===== src/rtl/pkt_send_pkg.sv =====
// Shared types for the packet send scheduler.
// State encoding, port index type and default address width.
package pkt_send_pkg;

  localparam int ADDR_W_DEF = 25;

  typedef enum logic [2:0] {
    WAIT_INIT,
    IDLE,
    ISSUE,
    WAIT_DONE,
    GAP
  } state_e;

  typedef logic port_t;

endpackage


===== src/rtl/pkt_send_scheduler_if.sv =====
// Host command and send-engine conduit bundle.
// slave is the scheduler side, master the host/engine side.
interface pkt_send_scheduler_if #(
  parameter int ADDR_W = 25,
  parameter int DEPTH  = 4
);
  localparam int CW = $clog2(DEPTH) + 1;

  logic              mac_inited;
  logic              req_valid_0;
  logic [ADDR_W-1:0] req_addr_0;
  logic              req_ready_0;
  logic              req_valid_1;
  logic [ADDR_W-1:0] req_addr_1;
  logic              req_ready_1;
  logic [ADDR_W-1:0] send_addr_0;
  logic              send_cmd_0;
  logic              send_done_0;
  logic [ADDR_W-1:0] send_addr_1;
  logic              send_cmd_1;
  logic              send_done_1;
  logic              busy;
  logic [1:0]        timeout_err;
  logic [CW-1:0]     pending_0;
  logic [CW-1:0]     pending_1;

  modport slave (
    input  mac_inited,
    input  req_valid_0, req_addr_0,
    input  req_valid_1, req_addr_1,
    input  send_done_0, send_done_1,
    output req_ready_0, req_ready_1,
    output send_addr_0, send_cmd_0,
    output send_addr_1, send_cmd_1,
    output busy, timeout_err,
    output pending_0, pending_1
  );

  modport master (
    output mac_inited,
    output req_valid_0, req_addr_0,
    output req_valid_1, req_addr_1,
    output send_done_0, send_done_1,
    input  req_ready_0, req_ready_1,
    input  send_addr_0, send_cmd_0,
    input  send_addr_1, send_cmd_1,
    input  busy, timeout_err,
    input  pending_0, pending_1
  );

endinterface


===== src/rtl/cmd_fifo.sv =====
// Synchronous show-ahead FIFO for queued send commands.
// Push is ignored when full, pop is ignored when empty.
module cmd_fifo #(
  parameter int DEPTH = 4,
  parameter int WIDTH = 25
) (
  input  logic                       clk,
  input  logic                       reset,
  input  logic                       push,
  input  logic [WIDTH-1:0]           din,
  input  logic                       pop,
  output logic [WIDTH-1:0]           dout,
  output logic                       full,
  output logic                       empty,
  output logic [$clog2(DEPTH):0]     count
);
  localparam int AW = $clog2(DEPTH);
  localparam int CW = AW + 1;

  logic [WIDTH-1:0] mem_q [DEPTH];
  logic [WIDTH-1:0] mem_d [DEPTH];
  logic [AW-1:0]    wr_q, wr_d;
  logic [AW-1:0]    rd_q, rd_d;
  logic [CW-1:0]    count_q, count_d;
  logic             push_ok;
  logic             pop_ok;

  assign full  = (count_q == CW'(DEPTH));
  assign empty = (count_q == '0);
  assign count = count_q;
  assign dout  = mem_q[rd_q];

  always_comb begin
    push_ok = push && !full;
    pop_ok  = pop && !empty;
    mem_d   = mem_q;
    wr_d    = wr_q;
    rd_d    = rd_q;
    if (push_ok) begin
      mem_d[wr_q] = din;
      wr_d        = wr_q + AW'(1);
    end
    if (pop_ok) begin
      rd_d = rd_q + AW'(1);
    end
    count_d = count_q + CW'(push_ok) - CW'(pop_ok);
  end

  always_ff @(posedge clk or posedge reset) begin
    if (reset) begin
      mem_q   <= '{default: '0};
      wr_q    <= '0;
      rd_q    <= '0;
      count_q <= '0;
    end else begin
      mem_q   <= mem_d;
      wr_q    <= wr_d;
      rd_q    <= rd_d;
      count_q <= count_d;
    end
  end

endmodule


===== src/rtl/pkt_send_scheduler.sv =====
// Serialises two host command queues onto the two send engines,
// one packet at a time, since both engines share one packet RAM.
module pkt_send_scheduler
  import pkt_send_pkg::*;
#(
  parameter int ADDR_W         = ADDR_W_DEF,
  parameter int DEPTH          = 4,
  parameter int TIMEOUT_CYCLES = 65535,
  parameter int GAP_CYCLES     = 12
) (
  input logic                clk,
  input logic                reset,
  pkt_send_scheduler_if.slave bus
);
  localparam int CW = $clog2(DEPTH) + 1;
  localparam int TB = $clog2(TIMEOUT_CYCLES + 1);
  localparam int TW = (TB < 16) ? 16 : TB;
  localparam int GW = (GAP_CYCLES < 1) ? 1 : $clog2(GAP_CYCLES + 1);

  state_e            state_q, state_d;
  port_t             grant_q, grant_d;
  port_t             last_q, last_d;
  port_t             g;
  logic [TW-1:0]     tcnt_q, tcnt_d;
  logic [GW-1:0]     gcnt_q, gcnt_d;
  logic [ADDR_W-1:0] addr0_q, addr0_d;
  logic [ADDR_W-1:0] addr1_q, addr1_d;
  logic [1:0]        cmd_q, cmd_d;
  logic [1:0]        terr;
  logic              done_g;

  logic              pop_0, pop_1;
  logic              full_0, full_1;
  logic              empty_0, empty_1;
  logic [ADDR_W-1:0] head_0, head_1;
  logic [CW-1:0]     count_0, count_1;

  cmd_fifo #(.DEPTH(DEPTH), .WIDTH(ADDR_W)) u_fifo_0 (
    .clk   (clk),
    .reset (reset),
    .push  (bus.req_valid_0),
    .din   (bus.req_addr_0),
    .pop   (pop_0),
    .dout  (head_0),
    .full  (full_0),
    .empty (empty_0),
    .count (count_0)
  );

  cmd_fifo #(.DEPTH(DEPTH), .WIDTH(ADDR_W)) u_fifo_1 (
    .clk   (clk),
    .reset (reset),
    .push  (bus.req_valid_1),
    .din   (bus.req_addr_1),
    .pop   (pop_1),
    .dout  (head_1),
    .full  (full_1),
    .empty (empty_1),
    .count (count_1)
  );

  assign done_g = grant_q ? bus.send_done_1 : bus.send_done_0;

  always_comb begin
    state_d = state_q;
    grant_d = grant_q;
    last_d  = last_q;
    tcnt_d  = tcnt_q;
    gcnt_d  = gcnt_q;
    addr0_d = addr0_q;
    addr1_d = addr1_q;
    cmd_d   = '0;
    terr    = '0;
    pop_0   = 1'b0;
    pop_1   = 1'b0;
    g       = 1'b0;
    unique case (state_q)
      WAIT_INIT: begin
        if (bus.mac_inited) state_d = IDLE;
      end
      IDLE: begin
        if (!bus.mac_inited) begin
          state_d = WAIT_INIT;
        end else if (!empty_0 || !empty_1) begin
          // Alternate only when both ports have work queued
          g       = (!empty_0 && !empty_1) ? !last_q : empty_0;
          grant_d = g;
          last_d  = g;
          cmd_d[g] = 1'b1;
          if (g) begin
            pop_1   = 1'b1;
            addr1_d = head_1;
          end else begin
            pop_0   = 1'b1;
            addr0_d = head_0;
          end
          state_d = ISSUE;
        end
      end
      ISSUE: begin
        tcnt_d  = TW'(TIMEOUT_CYCLES);
        state_d = WAIT_DONE;
      end
      WAIT_DONE: begin
        if (done_g) begin
          gcnt_d  = GW'(GAP_CYCLES);
          state_d = GAP;
        end else if (tcnt_q == '0) begin
          terr[grant_q] = 1'b1;
          gcnt_d  = GW'(GAP_CYCLES);
          state_d = GAP;
        end else begin
          tcnt_d = tcnt_q - TW'(1);
        end
      end
      GAP: begin
        if (gcnt_q == '0) state_d = IDLE;
        else gcnt_d = gcnt_q - GW'(1);
      end
      default: state_d = WAIT_INIT;
    endcase
  end

  always_ff @(posedge clk or posedge reset) begin
    if (reset) begin
      state_q <= WAIT_INIT;
      grant_q <= 1'b0;
      last_q  <= 1'b1;
      tcnt_q  <= '0;
      gcnt_q  <= '0;
      addr0_q <= '0;
      addr1_q <= '0;
      cmd_q   <= '0;
    end else begin
      state_q <= state_d;
      grant_q <= grant_d;
      last_q  <= last_d;
      tcnt_q  <= tcnt_d;
      gcnt_q  <= gcnt_d;
      addr0_q <= addr0_d;
      addr1_q <= addr1_d;
      cmd_q   <= cmd_d;
    end
  end

  assign bus.req_ready_0 = !full_0;
  assign bus.req_ready_1 = !full_1;
  assign bus.pending_0   = count_0;
  assign bus.pending_1   = count_1;
  assign bus.send_addr_0 = addr0_q;
  assign bus.send_addr_1 = addr1_q;
  assign bus.send_cmd_0  = cmd_q[0];
  assign bus.send_cmd_1  = cmd_q[1];
  assign bus.timeout_err = terr;
  assign bus.busy = (state_q == ISSUE) ||
                    (state_q == WAIT_DONE) ||
                    (state_q == GAP);

endmodule


===== src/flat_wrapper.sv =====
// flat-port wrapper written by rule: the top's interface ports become plain ports
module pkt_send_scheduler_flat import pkt_send_pkg::*;
#(
  parameter int ADDR_W         = ADDR_W_DEF,
  parameter int DEPTH          = 4,
  parameter int TIMEOUT_CYCLES = 65535,
  parameter int GAP_CYCLES     = 12
)
  (clk, reset, bus_mac_inited, bus_req_valid_0, bus_req_addr_0, bus_req_valid_1, bus_req_addr_1, bus_send_done_0, bus_send_done_1, bus_req_ready_0, bus_req_ready_1, bus_send_addr_0, bus_send_cmd_0, bus_send_addr_1, bus_send_cmd_1, bus_busy, bus_timeout_err, bus_pending_0, bus_pending_1);
  pkt_send_scheduler_if #(.ADDR_W(ADDR_W), .DEPTH(DEPTH)) bus_i ();
  input logic clk;
  input logic reset;
  input wire logic [$bits(bus_i.mac_inited)-1:0] bus_mac_inited;
  input wire logic [$bits(bus_i.req_valid_0)-1:0] bus_req_valid_0;
  input wire logic [$bits(bus_i.req_addr_0)-1:0] bus_req_addr_0;
  input wire logic [$bits(bus_i.req_valid_1)-1:0] bus_req_valid_1;
  input wire logic [$bits(bus_i.req_addr_1)-1:0] bus_req_addr_1;
  input wire logic [$bits(bus_i.send_done_0)-1:0] bus_send_done_0;
  input wire logic [$bits(bus_i.send_done_1)-1:0] bus_send_done_1;
  output wire logic [$bits(bus_i.req_ready_0)-1:0] bus_req_ready_0;
  output wire logic [$bits(bus_i.req_ready_1)-1:0] bus_req_ready_1;
  output wire logic [$bits(bus_i.send_addr_0)-1:0] bus_send_addr_0;
  output wire logic [$bits(bus_i.send_cmd_0)-1:0] bus_send_cmd_0;
  output wire logic [$bits(bus_i.send_addr_1)-1:0] bus_send_addr_1;
  output wire logic [$bits(bus_i.send_cmd_1)-1:0] bus_send_cmd_1;
  output wire logic [$bits(bus_i.busy)-1:0] bus_busy;
  output wire logic [$bits(bus_i.timeout_err)-1:0] bus_timeout_err;
  output wire logic [$bits(bus_i.pending_0)-1:0] bus_pending_0;
  output wire logic [$bits(bus_i.pending_1)-1:0] bus_pending_1;
  assign bus_i.mac_inited = bus_mac_inited;
  assign bus_i.req_valid_0 = bus_req_valid_0;
  assign bus_i.req_addr_0 = bus_req_addr_0;
  assign bus_i.req_valid_1 = bus_req_valid_1;
  assign bus_i.req_addr_1 = bus_req_addr_1;
  assign bus_i.send_done_0 = bus_send_done_0;
  assign bus_i.send_done_1 = bus_send_done_1;
  assign bus_req_ready_0 = bus_i.req_ready_0;
  assign bus_req_ready_1 = bus_i.req_ready_1;
  assign bus_send_addr_0 = bus_i.send_addr_0;
  assign bus_send_cmd_0 = bus_i.send_cmd_0;
  assign bus_send_addr_1 = bus_i.send_addr_1;
  assign bus_send_cmd_1 = bus_i.send_cmd_1;
  assign bus_busy = bus_i.busy;
  assign bus_timeout_err = bus_i.timeout_err;
  assign bus_pending_0 = bus_i.pending_0;
  assign bus_pending_1 = bus_i.pending_1;
  pkt_send_scheduler #(.ADDR_W(ADDR_W), .DEPTH(DEPTH), .TIMEOUT_CYCLES(TIMEOUT_CYCLES), .GAP_CYCLES(GAP_CYCLES)) u_core (.clk(clk), .reset(reset), .bus(bus_i));
endmodule

===== config.mk =====
export PLATFORM = sky130hd
export DESIGN_NAME = pkt_send_scheduler_flat
export DESIGN_NICKNAME = d
export VERILOG_FILES = /design/src/rtl/pkt_send_pkg.sv /design/src/rtl/pkt_send_scheduler_if.sv /design/src/rtl/cmd_fifo.sv /design/src/rtl/pkt_send_scheduler.sv /design/src/flat_wrapper.sv
export SDC_FILE = /design/constraint.sdc
export NUM_CORES = 1
export LEC_CHECK = 0
export CAP_MARGIN = 20
export CELL_PAD_IN_SITES_DETAIL_PLACEMENT = 0
export CELL_PAD_IN_SITES_GLOBAL_PLACEMENT = 1
export CORE_MARGIN = 2
export CORE_UTILIZATION = 48
export CTS_CLUSTER_DIAMETER = 60
export DETAILED_ROUTE_END_ITERATION = 8
export PLACE_DENSITY = 0.79
export SLEW_MARGIN = 30
export SYNTH_ARGS = -nofsm -noshare
export SYNTH_HDL_FRONTEND = slang
export SYNTH_SLANG_ARGS = --single-unit

===== constraint.sdc =====
create_clock -name clk -period 13.2 [get_ports clk]
set_clock_uncertainty 0.2 [all_clocks]
set_input_delay 1.98 -clock clk [delete_from_list [all_inputs] [get_ports clk]]
set_output_delay 1.98 -clock clk [all_outputs]
set_load 0.02 [all_outputs]

==> summary.txt, run 1 <==
STA
  – Setup repair after global routing missed its margin: false
  – Final period util: 0.431
  – # setup viols final: 0
  – Min Tclk post-route: 5.69 ns
  – Slew @ Worst Pin: 0.937 ns
  – Final Max Slew Viols: 0
  – Final Hold Viols: 0
  – Final hold slack: 0.273 ns
  – Setup TNS: 0 ns
  – Slew margin rel.: 0.371
  – Max Freq: 176 MHz

Drt
  – First-pass detailed-route iteration total: 4
  – WL final: 24400 µm
  – Routed Antenna Nets: 0
  – Wirelength per Cell: 18.8 µm
  – Avg Vias per Cell: 5.42
  – DR vias: 7041
  – DR iter-0 viols: 367
  – DRC errors left: 0

Placement
  – Post-DP HPWL: 14800 µm
  – Placed cells: 1244
  – Dpl cell area: 0.0142 mm²
  – Buffers on Ports: 119
  – GP Congestion: 0.739

Floorplan
  – # rows: 59
  – Initial Utilization: 0.487
  – Die Wd: 166 µm
  – Die height: 166 µm
  – I/O pin cnt: 120
  – Die area: 0.0276 mm²
  – Core Box Area: 0.0259 mm²

Cells and area
  – Fraction of layout cells with a size suffix above 1: 0.142
  – Post-Layout Inst Area: 0.0151 mm²
  – Syn-to-layout area delta: 20.0%
  – Antenna cell count: 0
  – Register area: 0.00729 mm²
  – FILL cells: 2039
  – Non-filler cells, final: 1300
  – Multi-input gate area: about 0.005 mm²
  – Final net count: 1016
  – Layout Utilization: 0.585

Logic synthesis
  – Post-Syn Area: 0.0126 mm²
  – Syn Area/Cell: 15.5 µm²
  – Async S/R FF share, synth: 1.00
  – Post-synth top flop: dfrtp_1
  – Cell variety after synth: 56
  – Cells after Synth: 815
  – Syn_nets: 888
  – Post-synthesis sequential area ratio: 0.577
  – Flops & latches, synth: 291
  – Post-synth EDFFs: 0
  – YS warnings: 0

Clock network
  – Total CTS buffers: 31
  – Clk sinks: 291
  – Skew-Pair Late Insertion Delay: 0.54 ns
  – Setup bufs post-CTS: 0
  – H-Tree Depth: 1
  – CTS tree: built
  – Root Buffer: clkbuf_16
  – Clk buf depth: 3
  – Hold buffers post-CTS: 0
  – Post_cts resized: 0
  – Clk slew on worst S/H paths: 0.06 ns

Worst setup path
  – Cells along the critical path: inv_1 -> ha_1 -> or4b_1 -> nor4_4 -> nand2_1 -> nor3b_2 -> clkdlybuf4s50_1
  – Worst path max stage delay: 0.73 ns
  – Required @ worst endpoint: approximately 11 ns
  – CP bufs+invs: 2
  – Critical path type: flop to primary output
  – Crit path max fanout: 16
  – Delay-heaviest family, CP: simple AND/OR/NAND/NOR gates
  – CP startpoint kind: flop
  – Slowest library cell on the worst path: nor4_4
  – WP data arrival: 3.51 ns
  – CP Capture Type: primary output

Global routing
  – Overall Global Routing Usage: 0.183
  – First-pass GRT wire length: 40900 µm
  – Number of global-route vias before repair: 7571
  – Initial antenna violation count: 0
  – Total global routing overflow: 0
  – Pin count of the biggest net entering global routing: roughly 180

Power and ir drop
  – Max IR drop VDD: 0.116 mV
  – Cell Pwr Density: 246 mW/mm²
  – Pleak: around 6.4 nW

Status
  – Status: finished clean

Job
  – Max-cap violations: 0

Min path
  – Worst Hold Class: flop to flop
==> logic make-up after synthesis <==
| kind of cell | Yosys count | synth area share |
|---|---|---|
| flops | 291 | 0.577 |
| compound gates | 22 | 0.0130 |
| buf+inv | 58 | 0.0202 |
| fa+ha+maj | 16 | 0.0171 |
| xor+xnor | 21 | 0.0146 |
| mux | 299 | 0.311 |
| simple gates | 108 | 0.0469 |
==> through the flow <==
step	power, mW	setup slack, ns
floorplan	2.51	2.99
global placement	2.92	7.83
detailed placement	2.96	7.77
CTS	3.79	7.49
global route	3.98	7.30
finish	3.73	7.51
==> layer usage <==
metal / share of wire / track usage
met5: 0 / 0
met4: 0.017 / 0.0336
met1: 0.48 / 0.263
met3: 0.037 / 0.0348
met2: 0.47 / 0.297
==> cells in the final DEF, fill, tap and decap left out, types with 10 or more instances in the layout <==
cell	instances
buf_4	10
mux2_1	241
ha_1	14
dfrtp_1	289
nor2_1	11
clkdlybuf4s50_1	119
xnor2_1	21
clkbuf_16	31
nand2_1	47
inv_1	15
mux4_2	50
==> sequential cells by signal, indices dropped and copies added (netlist names) <==
name / count
u_core.u_fifo_0.wr_q: 2
u_core.bus.send_addr_1: 25
u_core.u_fifo_1.rd_q: 2
u_core.bus.send_addr_0: 25
u_core.state_q: 3
u_core.grant_q: 1
u_core.last_q: 1
u_core.gcnt_q: 4
u_core.tcnt_q: 16
u_core.u_fifo_1.count: 3
u_core.cmd_q: 2
u_core.u_fifo_0.count: 3
u_core.u_fifo_1.mem_q: 100
u_core.u_fifo_0.mem_q: 100
u_core.u_fifo_0.rd_q: 2
u_core.u_fifo_1.wr_q: 2
==> tightest hold or removal path: stages, from the launching register on <==
cell and delay [ns]:
dfstp_2 0.37, nand2_1 0.05, nand2_1 0.05
==> where the power goes <==
part	switching, mW	internal, mW	total (mW)
clock	0.337	0.468	0.805
combinational	0.573	0.760	1.33
sequential	0.262	1.33	1.59
total	1.17	2.56	3.73
==> cell type report <==
class                           instances  share of cell area
Sequential cell                       291               0.481
Multi-Input combinational cell        466               0.336
Timing Repair Buffer                  131              0.0867
Clock buffer                           46              0.0595
Tap cell                              335              0.0277
Inverter                               22             0.00595
Clock inverter                          9             0.00322
==> worst paths after layout <==
kind / end / cells past startpoint / slack, ns / from
hold reg to reg: u_core.last_q$_DFFE_PP1P_ / 2 / 0.27 / u_core.last_q$_DFFE_PP1P_
setup / recovery: bus_timeout_err[1] / 7 / 7.51 / u_core.tcnt_q[0]$_DFFE_PP0P_
hold / removal: u_core.last_q$_DFFE_PP1P_ / 2 / 0.27 / u_core.last_q$_DFFE_PP1P_
setup reg to reg: u_core.u_fifo_1.count[2]$_DFF_PP0_ / 10 / 9.78 / u_core.u_fifo_0.count[2]$_DFF_PP0_
max in group asynchronous: u_core.u_fifo_1.wr_q[0]$_DFFE_PP0P_ / 4 / 9.63 / reset
min in group asynchronous: u_core.bus.send_addr_0[11]$_DFFE_PP0P_ / 2 / 1.79 / reset
==> synthesized netlist by cell type (2+ instances only) <==
| library cell | instances | area share |
|---|---|---|
| dfrtp_1 | 290 | 0.57 |
| mux2_1 | 241 | 0.22 |
| mux4_2 | 50 | 0.089 |
| nand2_1 | 49 | 0.015 |
| buf_2 | 24 | 0.0095 |
| xnor2_1 | 21 | 0.015 |
| inv_1 | 16 | 0.0048 |
| ha_1 | 14 | 0.014 |
| clkbuf_1 | 11 | 0.0033 |
| nor2_1 | 11 | 0.0033 |
| o21ai_1 | 8 | 0.0032 |
| mux2_2 | 7 | 0.0062 |
| nor3_1 | 7 | 0.0028 |
| inv_2 | 6 | 0.0018 |
| nor4_1 | 6 | 0.0030 |
| or3_1 | 4 | 0.0020 |
| nand2b_1 | 3 | 0.0015 |
| a211o_1 | 2 | 0.0014 |
| a21oi_1 | 2 | 0.00079 |
| and2_1 | 2 | 0.00099 |
| fa_1 | 2 | 0.0032 |
| nand3_1 | 2 | 0.00079 |
| nor3b_1 | 2 | 0.0012 |
| or2_1 | 2 | 0.00099 |
| or4_1 | 2 | 0.0012 |
Note: power is estimated with default switching activity, not from simulation.
==> inputs of run 2 (changes only) <==
--- a/config.mk
+++ b/config.mk
@@ -9,10 +9,10 @@
 export CELL_PAD_IN_SITES_DETAIL_PLACEMENT = 0
 export CELL_PAD_IN_SITES_GLOBAL_PLACEMENT = 1
 export CORE_MARGIN = 2
-export CORE_UTILIZATION = 48
+export CORE_UTILIZATION = 44
 export CTS_CLUSTER_DIAMETER = 60
 export DETAILED_ROUTE_END_ITERATION = 8
-export PLACE_DENSITY = 0.79
+export PLACE_DENSITY = 0.77
 export SLEW_MARGIN = 30
 export SYNTH_ARGS = -nofsm -noshare
 export SYNTH_HDL_FRONTEND = slang
==> constraint.sdc (replaced) <==
create_clock -name clk -period 5.05 [get_ports clk]
set_clock_uncertainty 0.2 [all_clocks]
set_input_delay 0.7575 -clock clk [delete_from_list [all_inputs] [get_ports clk]]
set_output_delay 0.7575 -clock clk [all_outputs]
set_load 0.02 [all_outputs]
==> run 2 against run 1 <==
Core utilization down 4.3 points. Die area increased by 8.9%. Critical path type unchanged. Clock power rose to 3.0 times the previous value. Largest cell class unchanged. Via count up 1.1%. First-iteration DRC count down 31%. Non-clock buffer count increased by 5. Highest routed layer unchanged. Worst setup slack lost 6.2 ns. Largest power group unchanged.
==> summary.txt, run 2 (synthesis gave the netlist of run 1 again) <==
Power and ir drop
  – Total power: between 10 and 15 mW
  – Max IR drop VDD: 0.271 mV
  – Cell Pwr Density: 652 mW/mm²
  – Pleak: 6.44 nW

Cells and area
  – Final net count: 1024
  – Post-Layout Inst Area: 0.0154 mm²
  – Commonest non-fill, non-tap cells in the layout: dfrtp_1 (289), mux2_1 (241), clkdlybuf4s50_1 (119)
  – Syn-to-layout area delta: 22.1%
  – Most common cell after layout, fill and taps aside: dfrtp_1
  – Fraction of layout cells with a size suffix above 1: 0.150
  – Largest registers: u_core.u_fifo_0.mem_q (100), u_core.u_fifo_1.mem_q (100)
  – Layout Utilization: 0.541

Clock network
  – Clk slew on worst S/H paths: approximately 0.060 ns
  – Root Buffer: clkbuf_16
  – Post_cts resized: 0
  – Clk sinks: 291
  – Hold buffers post-CTS: 0
  – Skew-Pair Late Insertion Delay: 0.51 ns
  – Setup bufs post-CTS: 0
  – Total CTS buffers: 34
  – CTS tree: built
  – Clk buf depth: 3
  – H-Tree Depth: 2

Drt
  – DR iter-0 viols: 255
  – First-pass detailed-route iteration total: 4
  – Routed Antenna Nets: 0
  – DRC errors left: 0
  – Wirelength per Cell: 18.1 µm
  – DR vias: 7118
  – Avg Vias per Cell: 5.23
  – WL final: 24600 µm

STA
  – Slew margin rel.: 0.520
  – Setup TNS: 0 ns
  – Final period util: 0.748
  – Min Tclk post-route: around 3.8 ns
  – # setup viols final: 0
  – Final Hold Viols: 0
  – Final Max Slew Viols: 0
  – Setup repair after global routing missed its margin: false
  – Slew @ Worst Pin: 0.719 ns
  – Final worst slack: 1.27 ns
  – Max Freq: around 260 MHz

Floorplan
  – Die area: 0.0301 mm²
  – Die height: 173 µm
  – Core Box Area: 0.0285 mm²
  – Die Wd: between 150 and 200 µm
  – Initial Utilization: 0.443
  – I/O pin cnt: 120
  – # rows: 62

Min path
  – Worst Hold Class: flop to flop

Global routing
  – Total global routing overflow: 0
  – Number of global-route vias before repair: around 7600
  – First-pass GRT wire length: about 41000 µm
  – Pin count of the biggest net entering global routing: ~120
  – Overall Global Routing Usage: 0.172
  – Initial antenna violation count: 2

Worst setup path
  – Crit path max fanout: 4
  – CP startpoint kind: flop
  – Required @ worst endpoint: 4.09 ns
  – CP Capture Type: primary output
  – WP data arrival: 2.82 ns
  – Critical path type: flop to primary output

Placement
  – Post-DP HPWL: 15100 µm
  – Dpl cell area: 0.0143 mm²
  – Buffers on Ports: about 120
  – Pre-CTS setup slack: around 1.5 ns
  – GP Congestion: 0.744

Status
  – Status: finished clean

Job
  – Max-cap violations: 0
## run 2: critical path, stage by stage (launching register included)
cell             delay, ns
dfrtp_1               0.41
inv_1                 0.09
ha_1                  0.19
or4b_1                0.53
nor4_4                0.17
nand2_1               0.14
nor3b_2               0.16
clkdlybuf4s50_1       0.62
## run 2: worst paths after layout
kind	cells past startpoint	from	to	slack (ns)
max	7	u_core.tcnt_q[0]$_DFFE_PP0P_	bus_timeout_err[1]	1.27
min	2	u_core.last_q$_DFFE_PP1P_	u_core.last_q$_DFFE_PP1P_	0.27
max reg2reg	11	u_core.u_fifo_0.count[1]$_DFF_PP0_	u_core.u_fifo_0.count[2]$_DFF_PP0_	2.05
min reg2reg	2	u_core.last_q$_DFFE_PP1P_	u_core.last_q$_DFFE_PP1P_	0.27
max in group asynchronous	3	reset	u_core.u_fifo_1.mem_q[66]$_DFFE_PP0P_	3.35
min in group asynchronous	2	reset	u_core.u_fifo_1.count[1]$_DFF_PP0_	0.35
## run 2: per-layer routing
layer | vias up | part of all wire | track usage | wire [µm]
li1 | 3245 | - | - | -
met1 | 3707 | 0.46 | 0.232 | 11200
met2 | 121 | 0.47 | 0.281 | 11600
met3 | 45 | 0.047 | 0.0393 | 1160
met4 | 0 | 0.023 | 0.0505 | 569
met5 | - | 0 | 0 | 0
## run 2: where the power goes
group          internal [mW]  total [mW]  switching (mW)
logic                   1.99        3.47            1.48
registers               3.48        4.17           0.689
clock network           1.47        2.41           0.945
total                   6.93        10.0            3.12
## run 2: layout make-up
class                           instances  area, µm²
Inverter                               22       86.3
Clock inverter                         12        139
Antenna cell                            2       5.00
Tap cell                              384        480
Clock buffer                           47        981
Multi-Input combinational cell        466       5080
Fill cell                            2377      13100
Timing Repair Buffer                  136       1350
Sequential cell                       291       7290
## run 2: stage by stage
stage | hold WS (ns) | std cells
CTS | 0.273 | 1358
global route | 0.295 | 1359
detailed placement | 0.264 | 1299
global placement | 0.261 | 1299
floorplan | 0.247 | 815
finish | 0.267 | 1360
